**src/rtl/krnl_idct_mul_pkg.sv**
```systemverilog
// Shared constants and helpers for the IDCT kernel multiplier and its
// output formatter.
package krnl_idct_mul_pkg;

    localparam int ROUND_TRUNC   = 0;
    localparam int ROUND_HALF_UP = 1;

    // Accumulator width: full product plus guard bits against wrap in a sum.
    function automatic int acc_width(input int prod_width, input int guard);
        return prod_width + guard;
    endfunction

    function automatic longint smax(input int w);
        return (longint'(1) <<< (w - 1)) - longint'(1);
    endfunction

    function automatic longint smin(input int w);
        return -(longint'(1) <<< (w - 1));
    endfunction

endpackage

```
**src/rtl/krnl_idct_round_sat.sv**
```systemverilog
// Combinational output formatter: arithmetic right shift with optional
// round-half-up, then wrap or clamp to the signed output range with overflow flag.
module krnl_idct_round_sat
    import krnl_idct_mul_pkg::*;
#(
    parameter int IN_WIDTH   = 32,
    parameter int SHIFT      = 0,
    parameter int ROUND      = ROUND_TRUNC,
    parameter int SAT        = 0,
    parameter int DOUT_WIDTH = 16
) (
    input  logic signed [IN_WIDTH-1:0]   val_i,
    output logic signed [DOUT_WIDTH-1:0] dout_o,
    output logic                         ovf_o
);

    // One extra bit so adding the rounding constant can never overflow.
    localparam int RW     = IN_WIDTH + 1;
    localparam int RND_SH = (SHIFT > 0) ? SHIFT - 1 : 0;
    localparam logic [RW-1:0] RND =
        (ROUND == ROUND_HALF_UP && SHIFT > 0) ? (RW'(1) << RND_SH) : '0;

    logic signed [RW-1:0] sum;
    logic signed [RW-1:0] r;

    assign sum = $signed(RW'(val_i)) + $signed(RND);
    assign r   = sum >>> SHIFT;

    generate
        if (DOUT_WIDTH >= RW) begin : g_fits
            assign dout_o = DOUT_WIDTH'(r);
            assign ovf_o  = 1'b0;
        end else begin : g_narrow
            // r fits when every bit from the output sign bit upward agrees.
            logic [RW-DOUT_WIDTH:0] top;
            logic                   fits;

            assign top  = r[RW-1:DOUT_WIDTH-1];
            assign fits = (&top) | ~(|top);

            // NOTE: every output gets a default first so no path leaves it unassigned (no latch).
            always_comb begin
                ovf_o  = ~fits;
                dout_o = r[DOUT_WIDTH-1:0];
                if (SAT != 0 && !fits) begin
                    dout_o = r[RW-1] ? {1'b1, {(DOUT_WIDTH-1){1'b0}}}
                                     : {1'b0, {(DOUT_WIDTH-1){1'b1}}};
                end
            end
        end
    endgenerate

endmodule

```
**src/rtl/krnl_idct_mul_pipe.sv**
```systemverilog
// Pipelined signed multiplier for the IDCT datapath with optional
// multiply-accumulate, rounding shift and saturation on a registered output.
module krnl_idct_mul_pipe
    import krnl_idct_mul_pkg::*;
#(
    parameter int DIN0_WIDTH = 16,
    parameter int DIN1_WIDTH = 16,
    parameter int DOUT_WIDTH = 16,
    parameter int NUM_STAGE  = 4,
    parameter int ACC_EN     = 0,
    parameter int ACC_GUARD  = 4,
    parameter int SHIFT      = 0,
    parameter int ROUND      = ROUND_TRUNC,
    parameter int SAT        = 0
) (
    input  logic                         clk,
    input  logic                         reset_n,
    input  logic                         ce,
    input  logic                         in_valid,
    input  logic signed [DIN0_WIDTH-1:0] din0,
    input  logic signed [DIN1_WIDTH-1:0] din1,
    input  logic                         acc_first,
    input  logic                         acc_last,
    output logic                         out_valid,
    output logic signed [DOUT_WIDTH-1:0] dout,
    output logic                         ovf
);

    localparam int P     = DIN0_WIDTH + DIN1_WIDTH;
    localparam int ACC_W = acc_width(P, ACC_GUARD);
    localparam int VW    = (ACC_EN != 0) ? ACC_W : P;
    localparam int ND    = NUM_STAGE - 3;

    // S1: operands and qualified markers
    logic signed [DIN0_WIDTH-1:0] a_q;
    logic signed [DIN1_WIDTH-1:0] b_q;
    logic                         v1_q, f1_q, l1_q;

    // NOTE: sequential state uses non-blocking assignments so every register samples pre-edge values.
    always_ff @(posedge clk or negedge reset_n) begin
        if (!reset_n) begin
            a_q  <= '0;
            b_q  <= '0;
            v1_q <= 1'b0;
            f1_q <= 1'b0;
            l1_q <= 1'b0;
        end else if (ce) begin
            a_q  <= din0;
            b_q  <= din1;
            v1_q <= in_valid;
            f1_q <= in_valid & acc_first;
            l1_q <= in_valid & acc_last;
        end
    end

    // S2: full-precision product
    logic signed [P-1:0] a_ext, b_ext, prod_d, prod_q;
    logic                v2_q, f2_q, l2_q;

    assign a_ext  = P'(a_q);
    assign b_ext  = P'(b_q);
    assign prod_d = a_ext * b_ext;

    always_ff @(posedge clk or negedge reset_n) begin
        if (!reset_n) begin
            prod_q <= '0;
            v2_q   <= 1'b0;
            f2_q   <= 1'b0;
            l2_q   <= 1'b0;
        end else if (ce) begin
            prod_q <= prod_d;
            v2_q   <= v1_q;
            f2_q   <= f1_q;
            l2_q   <= l1_q;
        end
    end

    logic signed [VW-1:0] val_s;
    logic                 vld_s;

    generate
        if (ACC_EN != 0) begin : g_acc
            logic signed [ACC_W-1:0] prod_ext, acc_d, acc_q;
            logic                    va_q;

            assign prod_ext = ACC_W'(prod_q);
            assign acc_d    = f2_q ? prod_ext : acc_q + prod_ext;

            // Only the closing sample of a sum is released downstream.
            always_ff @(posedge clk or negedge reset_n) begin
                if (!reset_n) begin
                    acc_q <= '0;
                    va_q  <= 1'b0;
                end else if (ce) begin
                    if (v2_q) acc_q <= acc_d;
                    va_q <= v2_q & l2_q;
                end
            end

            assign val_s = acc_q;
            assign vld_s = va_q;
        end else begin : g_noacc
            logic unused_markers;
            assign unused_markers = f2_q ^ l2_q;
            assign val_s = prod_q;
            assign vld_s = v2_q;
        end
    endgenerate

    logic signed [VW-1:0] val_f;
    logic                 vld_f;

    generate
        if (ND > 0) begin : g_dly
            logic signed [VW-1:0] dval_q [ND];
            logic                 dvld_q [ND];

            // NOTE: the delay line is reset along with the valids so a mid-stream reset leaves no stale data.
            always_ff @(posedge clk or negedge reset_n) begin
                if (!reset_n) begin
                    for (int i = 0; i < ND; i++) begin
                        dval_q[i] <= '0;
                        dvld_q[i] <= 1'b0;
                    end
                end else if (ce) begin
                    dval_q[0] <= val_s;
                    dvld_q[0] <= vld_s;
                    for (int i = 1; i < ND; i++) begin
                        dval_q[i] <= dval_q[i-1];
                        dvld_q[i] <= dvld_q[i-1];
                    end
                end
            end

            assign val_f = dval_q[ND-1];
            assign vld_f = dvld_q[ND-1];
        end else begin : g_nodly
            assign val_f = val_s;
            assign vld_f = vld_s;
        end
    endgenerate

    logic signed [DOUT_WIDTH-1:0] rs_dout;
    logic                         rs_ovf;

    krnl_idct_round_sat #(
        .IN_WIDTH  (VW),
        .SHIFT     (SHIFT),
        .ROUND     (ROUND),
        .SAT       (SAT),
        .DOUT_WIDTH(DOUT_WIDTH)
    ) u_round_sat (
        .val_i (val_f),
        .dout_o(rs_dout),
        .ovf_o (rs_ovf)
    );

    // Final stage: result registers only load on a valid sample.
    logic                         out_valid_q, ovf_q;
    logic signed [DOUT_WIDTH-1:0] dout_q;

    always_ff @(posedge clk or negedge reset_n) begin
        if (!reset_n) begin
            out_valid_q <= 1'b0;
            dout_q      <= '0;
            ovf_q       <= 1'b0;
        end else if (ce) begin
            out_valid_q <= vld_f;
            if (vld_f) begin
                dout_q <= rs_dout;
                ovf_q  <= rs_ovf;
            end
        end
    end

    assign out_valid = out_valid_q;
    assign dout      = dout_q;
    assign ovf       = ovf_q;

endmodule

```
**config.mk**
```make
export PLATFORM = sky130hd
export DESIGN_NAME = krnl_idct_mul_pipe
export DESIGN_NICKNAME = d
export VERILOG_FILES = /design/src/rtl/krnl_idct_mul_pkg.sv /design/src/rtl/krnl_idct_round_sat.sv /design/src/rtl/krnl_idct_mul_pipe.sv
export SDC_FILE = /design/constraint.sdc
export NUM_CORES = 1
export LEC_CHECK = 0
export BUFFER_PORTS_ARGS = -buffer_cell sky130_fd_sc_hd__buf_4
export CAP_MARGIN = 0
export CORE_MARGIN = 2
export CORE_UTILIZATION = 50
export CTS_CLUSTER_DIAMETER = 30
export DETAILED_ROUTE_END_ITERATION = 16
export HOLD_SLACK_MARGIN = 0.03
export PLACE_DENSITY_LB_ADDON = 0.15
export SYNTH_ARGS = -nofsm -noshare
export SYNTH_HDL_FRONTEND = slang
export SYNTH_SLANG_ARGS = --single-unit
```
**constraint.sdc**
```tcl
create_clock -name clk -period 15.64 [get_ports clk]
set_input_delay 0.782 -clock clk [delete_from_list [all_inputs] [get_ports clk]]
set_output_delay 0.782 -clock clk [all_outputs]
set_load 0.01 [all_outputs]
```
==> flow_summary.rst <==
.. list-table::
   :header-rows: 1

   * - Metric
     - Value
   * - Status
     - finished, final reports clean
   * - Main synth FF type
     - sky130_fd_sc_hd__dfrtp_1
   * - Number of clock sinks seen by CTS
     - 117
   * - Total routing usage reported by global routing
     - 23.2%
   * - Number of enable flip-flop cells after synthesis
     - 0
   * - Post-synthesis cell type with the largest combined area
     - sky130_fd_sc_hd__fa_1
   * - Detailed placer's ending HPWL
     - 24.0 mm
   * - Die Span Y
     - 173 µm
   * - Deepest level of the CTS H-tree
     - 4
   * - Number of resized instances in the post-cts repair step
     - 0
   * - Element type at the critical path end
     - flip-flop
   * - Async set-reset flop share out of synthesis
     - 100%
   * - DRT Pass-1 Iters
     - 5
   * - Sequential cell area in the final layout
     - 2930 µm²
   * - Path type of the worst min-delay path
     - input pin to async pin
   * - Wire length per cell after detailed routing
     - 17.4 µm
   * - Final core utilization
     - 55.5%
   * - Remaining DRCs
     - 0
   * - Count of buffers from port buffering
     - 53
   * - Number of flip-flops and latches in the synthesized netlist
     - 117
   * - Clock period minus worst slack
     - 6760 ps
   * - Biggest area contributors in the synthesized netlist
     - sky130_fd_sc_hd__fa_1 (37%), sky130_fd_sc_hd__dfrtp_1 (21%), sky130_fd_sc_hd__mux2_2 (8.2%)
   * - Total number of placement rows
     - 61
   * - Distinct cell type count after synthesis
     - 47
   * - Area of combinational cells with multiple inputs
     - 10000 µm²
   * - Worst Path Arrival
     - 7080 ps
   * - Part of the cycle the worst path needs
     - 43.2%
   * - Number of synthesis warnings
     - 0
   * - ANT cells
     - 0
   * - Max Fclk
     - 148 MHz
   * - Cell area after layout
     - 15500 µm²
   * - Worst reg2reg startpoint
     - b_q[1]
   * - DRC violation total after the first TritonRoute iteration
     - 526
   * - Startpoint Class
     - flip-flop
   * - Start point of the critical path
     - b_q[1]
   * - Die extent in x
     - 173 µm
   * - Number of global-route vias before repair
     - 10300
   * - Unrepaired setup endpoints after global routing
     - no
   * - Register area share after synthesis
     - 20.6%
   * - Initial Utilization
     - 50.9%
   * - Syn Nets
     - 1746
   * - Final Slew Violations
     - 0
   * - Max clock buf depth
     - 2
   * - Pin slew with the least headroom to its limit
     - 938 ps
   * - Overflow left after global routing
     - 0
   * - Fin Setup TNS
     - 0 ps
   * - Post-synthesis instance area
     - 14200 µm²
   * - Hold buffer count at CTS
     - 0
   * - Final weighted congestion in routability-driven placement
     - 0.812
   * - Placeable Area
     - 27900 µm²
   * - Routed vias
     - 9197
   * - Max transition margin
     - 37.5%
   * - Clock network latency to the later pin of the worst-skew pair
     - 440 ps
   * - Wire length of the first global-routing pass
     - 54.4 mm
   * - Crit path max fanout
     - 17
   * - Number of nets at the end of the flow
     - 1772
   * - Layout overhead on the synthesized area
     - 8.93%
   * - Fraction of synthesized cell area taken by the top area cell type
     - 36.9%
   * - Total die area
     - 29800 µm²
   * - Largest net degree at the start of global routing
     - 75
   * - Drt total wl
     - 30.9 mm
   * - Initial antenna violation count
     - 0
   * - CTS clk-pin slew, worst paths
     - 70 ps
   * - CTS tree
     - done
   * - CTS buffer count
     - 17
   * - Placement-stage cell area
     - 14900 µm²
   * - Fraction of final layout cells sized beyond drive strength 1
     - 14.3%
   * - Kind of critical path
     - flip-flop to flip-flop
   * - Per-instance average area after synthesis
     - 10.4 µm²
   * - Boundary Pins
     - 56
   * - Req. time, crit path
     - 15960 ps
   * - Gate Count Post-Synth
     - 1364
   * - Maximum clock skew at final layout
     - 15.3 ps
   * - Post-CTS setup repair buffer count
     - 0
   * - Final antenna-violating net count
     - 0
   * - Number of vias per cell after detailed routing
     - 5.17
   * - Total of endpoints with negative setup slack in the final report
     - 0
   * - Library cell used as clock root buffer
     - sky130_fd_sc_hd__clkbuf_16
   * - Count of filler cells inserted in the layout
     - 2555
   * - Final Hold Fails
     - 0
   * - Max-Cap Viols
     - 0
-- cell usage after synthesis, types with 2 or more instances --
master                       n
sky130_fd_sc_hd__nand3_1     7
sky130_fd_sc_hd__a31oi_1     3
sky130_fd_sc_hd__and2_1    122
sky130_fd_sc_hd__xnor2_1    24
sky130_fd_sc_hd__nor3_1      8
sky130_fd_sc_hd__o31ai_1     6
sky130_fd_sc_hd__nand4_1     7
sky130_fd_sc_hd__and4_1      2
sky130_fd_sc_hd__nand2b_1    4
sky130_fd_sc_hd__buf_1       4
sky130_fd_sc_hd__mux2_2    104
sky130_fd_sc_hd__clkbuf_1   45
sky130_fd_sc_hd__nor2b_1     2
sky130_fd_sc_hd__ha_1       82
sky130_fd_sc_hd__nor4_1      8
sky130_fd_sc_hd__o21ai_0    19
sky130_fd_sc_hd__nor2_1     31
sky130_fd_sc_hd__a21oi_1    26
sky130_fd_sc_hd__nand2_1   136
sky130_fd_sc_hd__dfrtp_1   117
sky130_fd_sc_hd__a21o_1      9
sky130_fd_sc_hd__a211oi_1    3
sky130_fd_sc_hd__o21a_1      7
sky130_fd_sc_hd__xor2_1      8
sky130_fd_sc_hd__o21bai_1    2
sky130_fd_sc_hd__o211ai_1    4
sky130_fd_sc_hd__inv_1     293
sky130_fd_sc_hd__fa_1      262
-- logic make-up after synthesis --
group           Yosys count  synth area share, %
buf+inv                 342                 9.02
fa+ha+maj               344                 44.1
flops                   117                 20.6
simple gates            334                 11.8
xor+xnor                 32                 1.97
mux                     105                 8.33
compound gates           90                 4.25
-- placed cells by master, fill, tap and decap left out, types with 2 or more instances in the layout --
master,n
sky130_fd_sc_hd__a211oi_1,3
sky130_fd_sc_hd__a21o_1,9
sky130_fd_sc_hd__a21oi_1,26
sky130_fd_sc_hd__a31oi_1,3
sky130_fd_sc_hd__and2_1,122
sky130_fd_sc_hd__and4_1,2
sky130_fd_sc_hd__buf_4,56
sky130_fd_sc_hd__clkbuf_16,17
sky130_fd_sc_hd__clkinv_2,3
sky130_fd_sc_hd__clkinv_4,3
sky130_fd_sc_hd__dfrtp_1,117
sky130_fd_sc_hd__fa_1,262
sky130_fd_sc_hd__ha_1,82
sky130_fd_sc_hd__inv_1,293
sky130_fd_sc_hd__inv_6,5
sky130_fd_sc_hd__mux2_2,104
sky130_fd_sc_hd__nand2_1,136
sky130_fd_sc_hd__nand2b_1,4
sky130_fd_sc_hd__nand3_1,7
sky130_fd_sc_hd__nand4_1,7
sky130_fd_sc_hd__nor2_1,31
sky130_fd_sc_hd__nor2b_1,2
sky130_fd_sc_hd__nor3_1,8
sky130_fd_sc_hd__nor4_1,8
sky130_fd_sc_hd__o211ai_1,4
sky130_fd_sc_hd__o21a_1,7
sky130_fd_sc_hd__o21ai_0,19
sky130_fd_sc_hd__o21bai_1,2
sky130_fd_sc_hd__o31ai_1,6
sky130_fd_sc_hd__xnor2_1,24
sky130_fd_sc_hd__xor2_1,8
-- per-layer routing --
metal	GRT usage [%]	share of wire, %
met5	0	0
met4	6.25	2.1
met3	4.22	4.1
met2	38.1	49
met1	32.0	45
-- sequential cells by signal, indices dropped and copies added (netlist names) --
name	flops
g_dly.dval_q	32
prod_q	32
a_q	16
b_q	16
dout	16
g_dly.dvld_q	1
out_valid	1
ovf	1
v1_q	1
v2_q	1
-- layout make-up --
type | instances | share of cell area [%]
multi-input cells | 905 | 64.6
flip-flops and latches | 117 | 18.9
inverters | 293 | 7.09
well taps | 378 | 3.05
clock buffers | 18 | 2.83
repair buffers | 56 | 2.71
clock inverters | 13 | 0.791
-- critical path: stages (launching register included) --
cell,delay [ps]
sky130_fd_sc_hd__dfrtp_1,770
sky130_fd_sc_hd__nand2_1,200
sky130_fd_sc_hd__inv_1,160
sky130_fd_sc_hd__fa_1,540
sky130_fd_sc_hd__fa_1,840
sky130_fd_sc_hd__fa_1,510
sky130_fd_sc_hd__fa_1,520
sky130_fd_sc_hd__fa_1,490
sky130_fd_sc_hd__inv_1,50
sky130_fd_sc_hd__fa_1,470
sky130_fd_sc_hd__inv_1,40
sky130_fd_sc_hd__ha_1,370
sky130_fd_sc_hd__a21o_1,220
sky130_fd_sc_hd__a21o_1,170
sky130_fd_sc_hd__a21oi_1,240
sky130_fd_sc_hd__nand2_1,100
sky130_fd_sc_hd__nor3_2,240
sky130_fd_sc_hd__nor4_1,120
sky130_fd_sc_hd__o31a_1,300
sky130_fd_sc_hd__o31ai_1,260
-- metrics by stage --
| step | instances | hold WS, ps | setup slack, ps |
|---|---|---|---|
| 2_1_floorplan | 1364 | 446 | 9540 |
| 5_1_grt | 1780 | 486 | 8540 |
| 4_1_cts | 1780 | 433 | 8890 |
| 6_report | 1780 | 416 | 8880 |
| 3_3_place_gp | 1749 | 471 | 8910 |
| 3_5_place_dp | 1749 | 467 | 8910 |
-- final timing paths --
check | to | slack (ps) | cells after the start
min in group clk | prod_q[7] | 480 | 2
max in group asynchronous | prod_q[12] | 13940 | 2
worst max register to register | prod_q[30] | 8880 | 19
worst min register to register | prod_q[7] | 480 | 2
worst max-delay path | prod_q[30] | 8880 | 19
worst min-delay path | g_dly.dval_q[6] | 420 | 1
Power is not shown: default switching activity piles up to over one toggle a cycle in this logic, so the estimate is an artifact.
